--- src/rtl/bt_uart_rx.sv ---
// Serial byte receiver for the Bluetooth UART link: synchronises rx, qualifies the start
// bit, shifts in 8 data bits LSB-first, checks the stop bit, holds the byte with a ready level.
module bt_uart_rx #(
    parameter int unsigned START_CLKS  = 16,
    parameter int unsigned BIT_CLKS    = 1,
    parameter int unsigned SYNC_STAGES = 2
) (
    input  logic       clk,
    input  logic       reset,
    input  logic       rx,
    output logic [7:0] data_out,
    output logic       ready
);

    localparam int unsigned MAX_CLKS = (START_CLKS > BIT_CLKS) ? START_CLKS : BIT_CLKS;
    localparam int unsigned CNT_W    = $clog2(MAX_CLKS) + 1;

    typedef enum logic [2:0] {
        IDLE,
        START,
        DATA,
        STOP,
        WAIT_IDLE
    } state_e;

    state_e                   state_q, state_d;
    logic [CNT_W-1:0]         cnt_q, cnt_d;
    logic [2:0]               bit_idx_q, bit_idx_d;
    logic [7:0]               shift_q, shift_d;
    logic [7:0]               data_q, data_d;
    logic                     ready_q, ready_d;
    logic [SYNC_STAGES-1:0]   sync_q;
    logic                     rx_s;

    assign rx_s     = sync_q[SYNC_STAGES-1];
    assign data_out = data_q;
    assign ready    = ready_q;

    // Synchroniser chain; resets to the idle (high) line level.
    always_ff @(posedge clk or posedge reset) begin
        if (reset) begin
            sync_q <= '1;
        end else begin
            sync_q <= SYNC_STAGES'({sync_q, rx});
        end
    end

    always_ff @(posedge clk or posedge reset) begin
        if (reset) begin
            state_q   <= IDLE;
            cnt_q     <= '0;
            bit_idx_q <= '0;
            shift_q   <= '0;
            data_q    <= '0;
            ready_q   <= 1'b0;
        end else begin
            state_q   <= state_d;
            cnt_q     <= cnt_d;
            bit_idx_q <= bit_idx_d;
            shift_q   <= shift_d;
            data_q    <= data_d;
            ready_q   <= ready_d;
        end
    end

    always_comb begin
        state_d   = state_q;
        cnt_d     = cnt_q;
        bit_idx_d = bit_idx_q;
        shift_d   = shift_q;
        data_d    = data_q;
        ready_d   = ready_q;

        case (state_q)
            IDLE: begin
                if (!rx_s) begin
                    state_d = START;
                    cnt_d   = CNT_W'(1);
                    ready_d = 1'b0;
                end
            end
            START: begin
                if (rx_s) begin
                    state_d = IDLE;
                    cnt_d   = '0;
                end else if (cnt_q == CNT_W'(START_CLKS - 1)) begin
                    state_d   = DATA;
                    cnt_d     = '0;
                    bit_idx_d = '0;
                end else begin
                    cnt_d = cnt_q + CNT_W'(1);
                end
            end
            DATA: begin
                if (cnt_q == CNT_W'(BIT_CLKS / 2)) begin
                    shift_d[bit_idx_q] = rx_s;
                end
                if (cnt_q == CNT_W'(BIT_CLKS - 1)) begin
                    cnt_d = '0;
                    if (bit_idx_q == 3'd7) begin
                        state_d = STOP;
                    end else begin
                        bit_idx_d = bit_idx_q + 3'd1;
                    end
                end else begin
                    cnt_d = cnt_q + CNT_W'(1);
                end
            end
            STOP: begin
                if (cnt_q == CNT_W'(BIT_CLKS / 2)) begin
                    cnt_d = '0;
                    if (rx_s) begin
                        data_d  = shift_q;
                        ready_d = 1'b1;
                        state_d = IDLE;
                    end else begin
                        state_d = WAIT_IDLE;
                    end
                end else begin
                    cnt_d = cnt_q + CNT_W'(1);
                end
            end
            WAIT_IDLE: begin
                // A line stuck low must not be taken as a fresh start bit.
                if (rx_s) begin
                    state_d = IDLE;
                end
            end
            default: begin
                state_d = IDLE;
                cnt_d   = '0;
            end
        endcase
    end

endmodule

--- config.mk ---
export PLATFORM = sky130hd
export DESIGN_NAME = bt_uart_rx
export DESIGN_NICKNAME = d
export VERILOG_FILES = /design/src/rtl/bt_uart_rx.sv
export SDC_FILE = /design/constraint.sdc
export NUM_CORES = 1
export LEC_CHECK = 0
export BUFFER_PORTS_ARGS = -buffer_cell sky130_fd_sc_hd__buf_2
export CORE_MARGIN = 10
export CORE_UTILIZATION = 55
export DETAILED_ROUTE_END_ITERATION = 8
export PLACE_DENSITY = 0.74
export SYNTH_ARGS = -nofsm -noshare
export SYNTH_HDL_FRONTEND = slang
export SYNTH_SLANG_ARGS = --single-unit
--- constraint.sdc ---
create_clock -name clk -period 2.15 [get_ports clk]
set_clock_uncertainty 0.05 [all_clocks]
set_input_delay 0.43 -clock clk [delete_from_list [all_inputs] [get_ports clk]]
set_output_delay 0.43 -clock clk [all_outputs]
set_load 0.02 [all_outputs]
==> flow_summary.json <==
{
  "synth-warning-count": 0,
  "worst_pin_slew_ns": 0.5334,
  "syn_inst": 120,
  "clockRootBuffer": "clkbuf_4",
  "cts-resized-gates": 0,
  "wirelength_um": 2588,
  "powerDensity_nw_per_um2": 784.3,
  "std_cell_rows": 18,
  "setup_viol": 0,
  "cp-start-kind": "flip-flop",
  "seq_area_um2": 753.2,
  "fin_crit_ns": 2.055,
  "pwr-share-seq_pct": 46.4,
  "crit_arrival_ns": 2.21,
  "syn_to_final_growth_pct": 16.49,
  "die_height_um": 71.19,
  "slowest_delay_ns": 0.52,
  "syn_avg_cell_area_um2": 12.01,
  "outcome": "finished clean",
  "slew_headroom_pct": 64.44,
  "antenna_found_initial": 0,
  "clk_pin_slew_ns": 0.09,
  "first_global_vias": 968,
  "grt_pass1_wl_um": 4464,
  "crit_path_end_kind": "flip-flop",
  "die_area_um2": 5068,
  "design_area_um2": 1679,
  "num_vias": 959,
  "cp_max_fo": 8,
  "worst_slack_ns": 0.09538,
  "fp.dieW_um": 71.19,
  "detail_route.first_pass.iterations": 4,
  "io_buffers": 11,
  "postCtsSetupBuffers": 0,
  "grt_max_degree": 31,
  "cts_max_path_buffers": 2,
  "synth-seq-cells": 30,
  "track_usage_pct": 10.77,
  "seq_area_frac_synth_pct": 52.26,
  "dp_slack_ns": 0.09372,
  "clock_sinks": 30,
  "io_pins": 12,
  "drive_above_1_share_pct": 35.71,
  "crit_type": "reg -> reg",
  "cpLargestDelayFamily": "simple AND/OR/NAND/NOR gates",
  "core_um2": 2500,
  "hold_buffers": 0,
  "worstPathBufferInverterCount": 2,
  "async_flop_share_pct": 100.0,
  "synth_edf_count": 0,
  "clock_latency_ns": 0.32,
  "place_congestion": 0.7765,
  "wl_per_cell_um": 15.22,
  "p_total_w": 0.001317,
  "drtIter0Drc": 52,
  "cts_tree": "done",
  "leakagePower_nw": 0.8326,
  "crit_slowest_cell": "or4b_4",
  "placed_cell_area_um2": 1568,
  "p_int_w": 0.001026,
  "vias_per_cell": 5.641,
  "power_frac_clock_pct": 44.3,
  "antennaDiodeCount": 0,
  "fillers": 184,
  "fin_tns_setup_ns": 0,
  "cp.required_ns": 2.30,
  "cts_htree_levels": 2,
  "start_util_pct": 57.66,
  "rrSetupSlack_ns": 0.1,
  "cp_cell_sequence": "inv_1 -> ha_1 -> or4b_4 -> nor3_4 -> buf_12 -> mux2_2",
  "synth-main-ff-cell": "dfrtp_1",
  "overflow": 0,
  "syn_area_um2": 1441,
  "syn_nets": 129,
  "rsz0062_at_grt": "no",
  "power.net_switching_w": 0.0002913,
  "cts_buffers": 5,
  "fin_crit_sh_pct": 95.56,
  "final_core_util_pct": 67.17,
  "hp-class": "in -> async",
  "max_freq_mhz": 486.7,
  "pwr-share-comb_pct": 9.3,
  "nets": 148,
  "switching_share_pct": 22.12,
  "post-dp-hpwl_um": 1905,
  "ant_nets": 0,
  "drv_slew": 0,
  "drv_cap": 0,
  "hold_viol_final": 0,
  "multi_input_area_um2": 645.6,
  "drc_errors": 0,
  "peakVddDrop_uv": 702.2,
  "yosysUniqueCellTypes": 30
}
## final timing paths
path                       cells after the start          end  startpoint
max in group asynchronous                      3    sync_q[0]       reset
max reg2reg                                    6  data_out[4]    cnt_q[0]
min                                            3     cnt_q[0]       reset
min in group clk                               1    sync_q[0]          rx
max                                            6  data_out[4]    cnt_q[0]
min reg2reg                                    0    sync_q[1]   sync_q[0]
## layout make-up
class	instances	share of cell area [%]
repair buffers	16	6.259
flip-flops and latches	30	44.86
inverters	7	1.565
multi-input cells	79	38.45
clock buffers	6	3.055
well taps	30	2.235
clock inverters	2	3.577
## layer usage
metal	wire length [um]	global-route usage [%]
met1	1225	13.46
met2	1231	15.98
met3	107	4.045
met4	24	4.946
met5	0	0
## layout by cell type, fill, tap and decap left out, drive strengths merged, types with 2 or more instances in the layout
cell / n
mux2: 18
ha: 6
o21ai: 5
nor4b: 2
buf: 16
a32oi: 2
a31oi: 2
a21oi: 2
nand3b: 2
nor2: 8
dfrtp: 28
nor3: 4
nand2: 9
bufinv: 2
nor2b: 2
inv: 7
a22o: 2
nand3: 4
clkbuf: 6
dfstp: 2
nor4: 2
## power groups by stage
| stage | Combinational (W) | Clock (W) | Sequential (W) |
|---|---|---|---|
| after CTS | 0.000125 | 0.000601 | 0.000610 |
| after global routing | 0.000137 | 0.000624 | 0.000615 |
| after detailed placement | 0.000123 | 0 | 0.000622 |
| final | 0.000122 | 0.000584 | 0.000611 |
| after global placement | 0.000117 | 0 | 0.000620 |
| after floorplan | 0.0000957 | 0 | 0.000608 |
## sequential cells by signal, summed over array words and instances, names as in the netlist
| signal | count |
|---|---|
| data_out | 8 |
| shift_q | 8 |
| cnt_q | 5 |
| bit_idx_q | 3 |
| state_q | 3 |
| sync_q | 2 |
| ready | 1 |
## cell usage after synthesis, types with 2 or more instances
cell type / instances / share of area, %
o21ai_0: 5 / 1.7
ha_1: 6 / 5.2
dfstp_2: 2 / 3.6
nand3b_1: 2 / 1.0
clkbuf_1: 3 / 0.78
nand3_1: 4 / 1.4
mux2_2: 18 / 14
dfrtp_1: 28 / 49
nand2_1: 9 / 2.3
a21oi_1: 2 / 0.69
a31oi_1: 2 / 0.87
nor2_1: 8 / 2.1
nor3_1: 3 / 1.0
nor2b_1: 2 / 0.87
a22o_1: 2 / 1.2
inv_1: 7 / 1.8
a32oi_1: 2 / 1.2
nor4b_1: 2 / 1.2
nor4_4: 2 / 3.0
## per-stage QoR
stage	hold WS, ns	instances
detailed placement	0.3017	162
global route	0.1113	170
finish	0.1059	170
CTS	0.1042	170
floorplan	0.2952	120
global placement	0.2991	162
## logic make-up after synthesis
family	share of synthesized area [%]
XOR/XNOR	0.6077
buffers and inverters	2.951
adder cells (fa/ha/maj)	5.208
multiplexers	14.06
flip-flops	52.26
AND/OR/NAND/NOR	16.93
AO/OA/AOI/OAI	7.987
## tightest hold or removal path, stage by stage
cell	delay, ns
buf_2	0.10
inv_1	0.04
buf_4	0.33
Note: power is estimated with default switching activity, not from simulation.
